$ cat config.mk
export PLATFORM = sky130hd
export DESIGN_NAME = sal_axi_read_responder
export DESIGN_NICKNAME = d
export VERILOG_FILES = /design/src/rtl/sal_axi_pkg.sv /design/src/rtl/sal_sync_fifo.sv /design/src/rtl/sal_axi_read_responder.sv
export SDC_FILE = /design/constraint.sdc
export NUM_CORES = 1
export LEC_CHECK = 0
export ABC_AREA = 0
export BUFFER_PORTS_ARGS = -buffer_cell sky130_fd_sc_hd__buf_2
export CAP_MARGIN = 20
export CELL_PAD_IN_SITES_DETAIL_PLACEMENT = 0
export CELL_PAD_IN_SITES_GLOBAL_PLACEMENT = 1
export CORE_ASPECT_RATIO = 0.75
export CORE_MARGIN = 5
export CORE_UTILIZATION = 30
export DETAILED_ROUTE_END_ITERATION = 8
export GPL_TIMING_DRIVEN = 0
export PLACE_DENSITY = 0.61
export RECOVER_POWER = 100
export SYNTH_ARGS = -nofsm -noshare
export SYNTH_HDL_FRONTEND = slang
export SYNTH_SLANG_ARGS = --single-unit
$ cat constraint.sdc
create_clock -name clk -period 5.92 [get_ports clk]
set_input_delay 1.184 -clock clk [delete_from_list [all_inputs] [get_ports clk]]
set_output_delay 1.184 -clock clk [all_outputs]
set_load 0.01 [all_outputs]
$ cat src/rtl/sal_axi_pkg.sv
// rtl/sal_axi_pkg.sv - shared widths and types for the SAL AXI read responder
`ifndef AXI_ID_WIDTH
`define AXI_ID_WIDTH 4
`endif
`ifndef AXI_ADDR_WIDTH
`define AXI_ADDR_WIDTH 32
`endif
`ifndef AXI_DATA_WIDTH
`define AXI_DATA_WIDTH 32
`endif

package sal_axi_pkg;

    localparam int ID_W   = `AXI_ID_WIDTH;
    localparam int ADDR_W = `AXI_ADDR_WIDTH;
    localparam int DATA_W = `AXI_DATA_WIDTH;

    typedef enum logic [1:0] {
        FIXED = 2'd0,
        INCR  = 2'd1,
        WRAP  = 2'd2
    } axi_burst_t;

    typedef enum logic [1:0] {
        OKAY   = 2'd0,
        SLVERR = 2'd2
    } axi_resp_t;

    typedef struct packed {
        logic [ID_W-1:0] id;
        logic [3:0]      len;
        logic            err;
    } rq_entry_t;

endpackage

$ cat src/rtl/sal_sync_fifo.sv
// rtl/sal_sync_fifo.sv - synchronous FIFO with same-cycle push/pop, push allowed when full if popping
module sal_sync_fifo #(
    parameter int WIDTH = 8,
    parameter int DEPTH = 4
) (
    input  logic                         clk,
    input  logic                         rst_n,
    input  logic                         push,
    input  logic [WIDTH-1:0]             push_data,
    input  logic                         pop,
    output logic [WIDTH-1:0]             head,
    output logic                         full,
    output logic                         empty,
    output logic [$clog2(DEPTH+1)-1:0]   count
);

    localparam int AW = (DEPTH > 1) ? $clog2(DEPTH) : 1;
    localparam int CW = $clog2(DEPTH + 1);

    logic [WIDTH-1:0] mem [DEPTH];
    logic [AW-1:0]    wr_ptr;
    logic [AW-1:0]    rd_ptr;
    logic [CW-1:0]    cnt;
    logic             do_push;
    logic             do_pop;

    assign empty   = (cnt == '0);
    assign full    = (cnt == CW'(DEPTH));
    assign count   = cnt;
    assign head    = mem[rd_ptr];
    assign do_pop  = pop & ~empty;
    // A pop in the same cycle frees the slot, so a full FIFO can still take a push.
    assign do_push = push & (~full | do_pop);

    function automatic logic [AW-1:0] next_ptr(input logic [AW-1:0] p);
        return (p == AW'(DEPTH - 1)) ? '0 : p + AW'(1);
    endfunction

    always_ff @(posedge clk) begin
        if (!rst_n) begin
            wr_ptr <= '0;
            rd_ptr <= '0;
            cnt    <= '0;
        end else begin
            if (do_push) wr_ptr <= next_ptr(wr_ptr);
            if (do_pop)  rd_ptr <= next_ptr(rd_ptr);
            cnt <= cnt + CW'(do_push) - CW'(do_pop);
        end
    end

    always_ff @(posedge clk) begin
        if (do_push) mem[wr_ptr] <= push_data;
    end

endmodule

$ cat src/rtl/sal_axi_read_responder.sv
// rtl/sal_axi_read_responder.sv - AXI AR/R responder with credit-reserved read data buffering
module sal_axi_read_responder
    import sal_axi_pkg::*;
#(
    parameter int CMDQ_DEPTH = 4,
    parameter int DATA_DEPTH = 16
) (
    input  logic              clk,
    input  logic              rst_n,
    input  logic              arvalid,
    output logic              arready,
    input  logic [ID_W-1:0]   arid,
    input  logic [ADDR_W-1:0] araddr,
    input  logic [3:0]        arlen,
    input  logic [1:0]        arburst,
    output logic              req_valid,
    input  logic              req_ready,
    output logic [ADDR_W-1:0] req_addr,
    output logic [3:0]        req_len,
    input  logic              rd_valid,
    input  logic [DATA_W-1:0] rd_data,
    output logic              rvalid,
    input  logic              rready,
    output logic [ID_W-1:0]   rid,
    output logic [DATA_W-1:0] rdata,
    output logic [1:0]        rresp,
    output logic              rlast
);

    localparam int CW  = $clog2(DATA_DEPTH + 1);
    localparam int RCW = $clog2(CMDQ_DEPTH + 1);

    logic [CW-1:0]     cred;
    logic [CW-1:0]     need;
    logic [3:0]        beat_cnt;
    logic              ar_ok;
    logic              cred_ok;
    logic              ar_hs;
    logic              r_hs;
    logic              take;
    logic              dq_pop;
    logic              rq_pop;

    rq_entry_t         rq_in;
    rq_entry_t         rq_head;
    logic              rq_full;
    logic              rq_empty;
    logic [RCW-1:0]    rq_count;

    logic [DATA_W-1:0] dq_head;
    logic              dq_full;
    logic              dq_empty;
    logic [CW-1:0]     dq_count;

    assign need    = CW'(arlen) + CW'(1);
    assign ar_ok   = (arburst == INCR);
    assign cred_ok = (cred >= need);

    // AR and scheduler request complete together; req_valid must not wait on req_ready.
    always_comb begin
        req_valid = 1'b0;
        arready   = 1'b0;
        if (rst_n) begin
            if (ar_ok) begin
                req_valid = arvalid & ~rq_full & cred_ok;
                arready   = ~rq_full & cred_ok & req_ready;
            end else begin
                arready   = ~rq_full;
            end
        end
    end

    assign req_addr = araddr;
    assign req_len  = arlen;
    assign ar_hs    = arvalid & arready;
    assign take     = ar_hs & ar_ok;

    assign rq_in.id  = arid;
    assign rq_in.len = arlen;
    assign rq_in.err = ~ar_ok;

    sal_sync_fifo #(
        .WIDTH ($bits(rq_entry_t)),
        .DEPTH (CMDQ_DEPTH)
    ) u_rq (
        .clk       (clk),
        .rst_n     (rst_n),
        .push      (ar_hs),
        .push_data (rq_in),
        .pop       (rq_pop),
        .head      (rq_head),
        .full      (rq_full),
        .empty     (rq_empty),
        .count     (rq_count)
    );

    sal_sync_fifo #(
        .WIDTH (DATA_W),
        .DEPTH (DATA_DEPTH)
    ) u_dq (
        .clk       (clk),
        .rst_n     (rst_n),
        .push      (rd_valid),
        .push_data (rd_data),
        .pop       (dq_pop),
        .head      (dq_head),
        .full      (dq_full),
        .empty     (dq_empty),
        .count     (dq_count)
    );

    // Error bursts are answered locally and never touch the data FIFO.
    always_comb begin
        rvalid = 1'b0;
        rid    = '0;
        rdata  = '0;
        rresp  = OKAY;
        rlast  = 1'b0;
        if (rst_n && !rq_empty) begin
            rid   = rq_head.id;
            rlast = (beat_cnt == rq_head.len);
            if (rq_head.err) begin
                rvalid = 1'b1;
                rresp  = SLVERR;
            end else begin
                rvalid = ~dq_empty;
                rdata  = dq_head;
            end
        end
    end

    assign r_hs   = rvalid & rready;
    assign dq_pop = r_hs & ~rq_head.err;
    assign rq_pop = r_hs & rlast;

    always_ff @(posedge clk) begin
        if (!rst_n) begin
            beat_cnt <= '0;
        end else if (r_hs) begin
            beat_cnt <= rlast ? 4'd0 : beat_cnt + 4'd1;
        end
    end

    // Credit reserves DQ space at AR accept and returns it as each beat leaves on R.
    always_ff @(posedge clk) begin
        if (!rst_n) begin
            cred <= CW'(DATA_DEPTH);
        end else begin
            cred <= cred - (take ? need : '0) + CW'(dq_pop);
            assert (!(rd_valid && dq_full));
            assert (!(rd_valid && (({1'b0, cred} + {1'b0, dq_count}) == (CW+1)'(DATA_DEPTH))));
            assert (cred <= CW'(DATA_DEPTH));
            assert (int'(rq_count) <= CMDQ_DEPTH);
        end
    end

endmodule

==> results.json, run 1 <==
{
  "status": "finished with violations",
  "violations": "max-capacitance violations, max-slew violations",
  "wl_met3_mm": 2.620,
  "antenna_found_initial": 3,
  "final_cell_mix": "548 x edfxtp_1, 165 x mux4_2, 159 x clkbuf_1",
  "p_seq_share_pct": 52.3,
  "hold_viol_final": 0,
  "yosysSeqAreaShare_pct": 73.85,
  "synth_compound_area_share_pct": 1.045,
  "hold_buffers": 0,
  "grt_start_max_net_pins": 24,
  "synth_top_family_by_area": "multiplexers",
  "placed_cells": 2280,
  "slew_headroom_pct": -37.40,
  "yosys.area.top_type": "edfxtp_1",
  "end_kind": "primary output",
  "arrival_ns": 4.02,
  "drtIter0Drc": 970,
  "worstMarginPinSlew_ns": 2.053,
  "multi_input_area_sq_mm": 0.005455,
  "routed.top_layer": "met5",
  "route.met2.wl_mm": 24.93,
  "area_delta_synth_final_pct": 17.16,
  "port_buffers": 123,
  "ys_async_sr_fraction_pct": 0,
  "cts_resized": 0,
  "die_area_sq_mm": 0.08316,
  "grt_pass1_wl_mm": 78.43,
  "syn_nets": 1208,
  "synth_xor_area_share_pct": 0.7109,
  "grt_pass1_vias": 11730,
  "wl_met1_mm": 24.59,
  "clock-sinks": 583,
  "setup_viol": 0,
  "cts.clk_slew.worst_paths_ns": 0.06,
  "finalMaxSlewViolations": 182,
  "synth_edf_count": 548,
  "fillers": 7238,
  "cp-start-kind": "primary input",
  "boundaryPins": 158,
  "routabilityCongestion": 0.7230,
  "required_ns": 4.74,
  "synth.top_cell.area_share_pct": 70.84,
  "yosys-top-cells-area": "edfxtp_1 71%, mux4_2 16%, dfxtp_1 3.0%, ha_1 1.8%, buf_4 1.2%",
  "p_switching_mw": 1.946,
  "ant_nets": 0,
  "ir_drop_uv": 225.5,
  "htreeDepth": 2,
  "power.leakage_nw": 8.426,
  "drv_cap": 10,
  "finalNonFillerCells": 2395,
  "num_vias": 11180,
  "pwr-share-comb_pct": 7.2,
  "clkPwrFrac_pct": 40.5,
  "drive_gt1_share_pct": 24.93,
  "path_max_fanout": 10,
  "cts_root_buf": "clkbuf_16",
  "cts_buffer_depth": 3,
  "p_per_area_mw_per_mm2": 328.5,
  "rsz0062_at_grt": "false",
  "final_common_cell": "edfxtp_1",
  "ys_ff_latch": 583,
  "yosysUniqueCellTypes": 54,
  "grt_overflow": 0,
  "syn-cell-area_sq_mm": 0.02323,
  "muxShareOfSynthArea_pct": 16.58,
  "initial_core_util_pct": 30.23,
  "core.rowCount": 88,
  "yosys.area_share.simple_pct": 3.275,
  "die-width_um": 331.3,
  "hold_path.class": "reg2reg",
  "synthAdderAreaFrac_pct": 2.036,
  "design_power_total_mw": 8.941,
  "n_antenna_cell": 0,
  "worst_skew_pair.late_latency_ns": 0.62,
  "die_h_um": 251.0,
  "critPathKind": "in2out",
  "p_int_mw": 6.995,
  "cts_buffers": 60,
  "post-route-period-util_pct": 87.95,
  "core_area_sq_mm": 0.07685,
  "fin_skew_ns": 0.01600,
  "yosysWarnings": 0,
  "firstDrtPassIters": 4,
  "postCtsSetupRepairBufs": 0,
  "fin_nets": 1425,
  "grt_util_all_layers_pct": 12.59,
  "cts_tree": "built",
  "wl_per_cell_um": 22.18,
  "period_needed_ns": 5.206,
  "switching_share_pct": 21.77,
  "seqCellArea_sq_mm": 0.01716,
  "drt-total-wl_mm": 53.12,
  "avgViaCountPerCell": 4.666,
  "synth-main-ff-cell": "edfxtp_1",
  "syn_inst": 1092,
  "syn_area_per_cell_sq_um": 21.27,
  "dp_hpwl_mm": 34.88,
  "route.detailed.drc": 0,
  "fmax_mhz": 192.1
}
final timing paths:
kind / to / depth (start not counted) / start / slack (ns)
worst max-delay path: rdata[3] / 7 / rst_n / 0.71
worst min-delay path: u_dq.rd_ptr[1]$_SDFFE_PN0P_ / 2 / u_dq.rd_ptr[1]$_SDFFE_PN0P_ / 0.51
worst min register to register: u_dq.rd_ptr[1]$_SDFFE_PN0P_ / 2 / u_dq.rd_ptr[1]$_SDFFE_PN0P_ / 0.51
worst max register to register: u_dq.mem[7][23]$_DFFE_PP_ / 7 / flip-flop / 0.82
layout make-up:
class	instances	area share, %
Buffer	82	1.705
Clock buffer	75	5.838
Clock inverter	38	1.149
Inverter	28	0.3861
Multi-Input combinational cell	399	20.04
Sequential cell	583	63.03
Tap cell	1035	4.758
Timing Repair Buffer	155	3.089
power by group through the flow:
stage	logic, mW	registers, mW	clock network [mW]
after floorplan	0.429	4.75	0
after global placement	0.643	4.77	0
after detailed placement	0.695	4.76	0
after CTS	0.700	4.67	3.73
after global routing	0.719	4.68	3.91
final	0.648	4.67	3.62
cell usage after synthesis (2+ instances only):
cell and count:
a21o_1 5, a21oi_1 15, a31oi_1 2, and2_1 16
and3_1 2, buf_1 4, buf_2 14, buf_4 37
clkbuf_1 25, dfxtp_1 35, edfxtp_1 548, fa_1 3
ha_1 33, inv_1 25, inv_2 3, mux2i_1 3
mux4_1 4, mux4_2 165, nand2_1 22, nand2b_1 6
nand3_1 7, nand4_1 2, nor2_1 24, nor2b_1 33
nor3_1 6, nor4b_1 3, o21ai_0 4, or3_1 5
xnor2_1 10, xor2_1 7
routing by layer:
layer,GRT usage [%],up-vias
li1,-,4884
met1,18.36,5958
met2,19.82,256
met3,2.127,73
met4,3.180,4
met5,0,-
metrics by stage:
step	cell area (sq um)	hold WS, ns	utilization (%)	TNS [ns]	setup slack, ns
2_1_floorplan	23230	0.4677	-	0	0.1847
3_3_place_gp	25140	0.4906	32.71	-360.50	-4.466
3_5_place_dp	25710	0.5009	33.45	0	0.8736
4_1_cts	27610	0.5094	35.92	0	0.8721
5_1_grt	27220	0.5472	35.42	0	0.4028
6_report	27220	0.5054	35.42	0	0.7137
state kept, by name, indices dropped and copies added (netlist names), 3 cells and up, named ones only:
| register | count |
|---|---|
| beat_cnt | 4 |
| u_rq.mem | 36 |
| u_rq.count | 3 |
| u_dq.rd_ptr | 4 |
| cred | 5 |
| u_dq.count | 5 |
| u_dq.wr_ptr | 4 |
| u_dq.mem | 512 |
logic make-up after synthesis:
group / count (synthesis)
buffers and inverters: 110
AO/OA/AOI/OAI: 37
adder cells (fa/ha/maj): 36
multiplexers: 172
flip-flops: 583
XOR/XNOR: 18
AND/OR/NAND/NOR: 135
other: 1
critical path, stage by stage:
cell and delay [ns]:
clkbuf_1 0.29, inv_1 0.29, a31oi_1 0.75, nand2b_1 0.47
clkbuf_1 0.43, nor2b_1 0.41, clkbuf_1 0.19
Note: power is estimated with default switching activity, not from simulation.
==> run 2: changes to the inputs <==
PLACE_DENSITY = 0.59   (was 0.61)
clock period = 5.2 ns   (was 5.92 ns; I/O delays follow)
==> results.json, run 2 (synthesized netlist as in run 1, its figures left out) <==
{
  "slew_headroom_pct": -6.992,
  "path_max_fanout": 10,
  "area_delta_synth_final_pct": 17.99,
  "ant_nets": 0,
  "clock-sinks": 583,
  "worst_skew_pair.late_latency_ns": 0.64,
  "avgViaCountPerCell": 4.581,
  "crit_chain": "buf_2, inv_1, a31oi_1, nand2b_1, clkbuf_1, nor2b_1, clkbuf_1",
  "period_needed_ns": 4.853,
  "power.leakage_nw": 8.523,
  "hold_path.class": "reg2reg",
  "postCtsSetupRepairBufs": 0,
  "fmax_mhz": 206.1,
  "slowest_stage": "a31oi_1",
  "grt_overflow": 0,
  "cpPeakStageDelay_ns": 0.83,
  "drv_cap": 2,
  "drtIter0Drc": 903,
  "drive_gt1_share_pct": 26.78,
  "setup_viol": 0,
  "holdWs_ns": 0.5039,
  "finalMaxSlewViolations": 38,
  "htreeDepth": 2,
  "die_area_sq_mm": 0.08316,
  "end_kind": "primary output",
  "grt_pass1_wl_mm": 78.38,
  "fillers": 7234,
  "cts_buffers": 60,
  "fin_skew_ns": 0.02419,
  "cts_root_buf": "clkbuf_16",
  "cts.clk_slew.worst_paths_ns": 0.06,
  "initial_core_util_pct": 30.23,
  "hold_buffers": 0,
  "firstDrtPassIters": 5,
  "reg_top3": "u_dq.mem x512, u_rq.mem x36",
  "final_common_cell": "edfxtp_1",
  "fin_nets": 1426,
  "cts_buffer_depth": 3,
  "cp-start-kind": "primary input",
  "largest_reg_flops": 512,
  "ir_drop_uv": 276.7,
  "cts_resized": 0,
  "status": "finished with violations",
  "core_area_sq_mm": 0.07685,
  "final_cell_mix": "548 x edfxtp_1, 165 x mux4_2, 148 x clkbuf_1",
  "grt_util_all_layers_pct": 12.54,
  "boundaryPins": 158,
  "grt_start_max_net_pins": 25,
  "grt_pass1_vias": 11670,
  "worstMarginPinSlew_ns": 1.603,
  "port_buffers": 123,
  "rsz0062_at_grt": "false",
  "arrival_ns": 3.81,
  "route.detailed.drc": 0,
  "die_h_um": 251.0,
  "design_power_total_mw": 10.33,
  "drt-total-wl_mm": 52.59,
  "finalNonFillerCells": 2396,
  "regMostFlops": "u_dq.mem",
  "wl_per_cell_um": 21.95,
  "dp_hpwl_mm": 35.31,
  "post-route-period-util_pct": 93.33,
  "required_ns": 4.16,
  "hold_depth": 2,
  "critPathKind": "in2out",
  "final_util_pct": 35.67,
  "routabilityCongestion": 0.6946,
  "placed_cells": 2282,
  "cp_common_cell": "clkbuf_1",
  "core.rowCount": 88,
  "r2r_cells": 7,
  "violations": "max-capacitance violations, max-slew violations",
  "die-width_um": 331.3,
  "hold_viol_final": 0,
  "antenna_found_initial": 3,
  "num_vias": 10980,
  "cts_tree": "built",
  "p_per_area_mw_per_mm2": 376.9
}
==> run 2: worst paths after layout <==
check                                    from                          end  slack [ns]
setup reg to reg                    flip-flop    u_dq.mem[3][23]$_DFFE_PP_        0.42
hold reg to reg   u_dq.rd_ptr[1]$_SDFFE_PN0P_  u_dq.rd_ptr[1]$_SDFFE_PN0P_        0.50
setup / recovery                        rst_n                     rdata[2]        0.35
hold / removal    u_dq.rd_ptr[1]$_SDFFE_PN0P_  u_dq.rd_ptr[1]$_SDFFE_PN0P_        0.50
==> run 2: critical path: cells and delay by family <==
kind / cells / cell delay (ns)
buffers and inverters: 4 / 1.04
AND/OR/NAND/NOR: 2 / 0.88
AO/OA/AOI/OAI: 1 / 0.83
==> run 2: metal layers <==
| metal | up-vias | share of wire (%) | global-route usage, % |
|---|---|---|---|
| li1 | 4877 | - | - |
| met1 | 5797 | 47 | 17.97 |
| met2 | 228 | 46 | 19.78 |
| met3 | 73 | 4.9 | 2.582 |
| met4 | 2 | 1.8 | 3.083 |
| met5 | - | 0.025 | 0 |
==> run 2: area by class of cell <==
| cell class | instances | area, sq um | area share [%] |
|---|---|---|---|
| Antenna cell | 2 | 5.005 | 0.01826 |
| Buffer | 82 | 465.4 | 1.698 |
| Clock buffer | 74 | 1585 | 5.784 |
| Clock inverter | 37 | 380.4 | 1.388 |
| Inverter | 28 | 105.1 | 0.3834 |
| Multi-Input combinational cell | 399 | 5497 | 20.05 |
| Sequential cell | 583 | 17160 | 62.59 |
| Tap cell | 1035 | 1295 | 4.725 |
| Timing Repair Buffer | 156 | 920.9 | 3.360 |
==> run 2: stage by stage <==
| stage | TNS (ns) | area [sq um] | setup slack, ns |
|---|---|---|---|
| floorplan | 0 | 23240 | 0.6140 |
| global placement | -459.02 | 25150 | -2.707 |
| detailed placement | 0 | 25830 | 0.4506 |
| CTS | 0 | 27800 | 0.3812 |
| global route | 0 | 27410 | 0.1353 |
| finish | 0 | 27410 | 0.3468 |
==> run 2: where the power goes <==
| part | total [mW] | switching [mW] | internal [mW] |
|---|---|---|---|
| sequential | 5.32 | 0.0438 | 5.27 |
| clock | 4.27 | 1.83 | 2.44 |
| combinational | 0.745 | 0.416 | 0.329 |
| total | 10.3 | 2.29 | 8.04 |
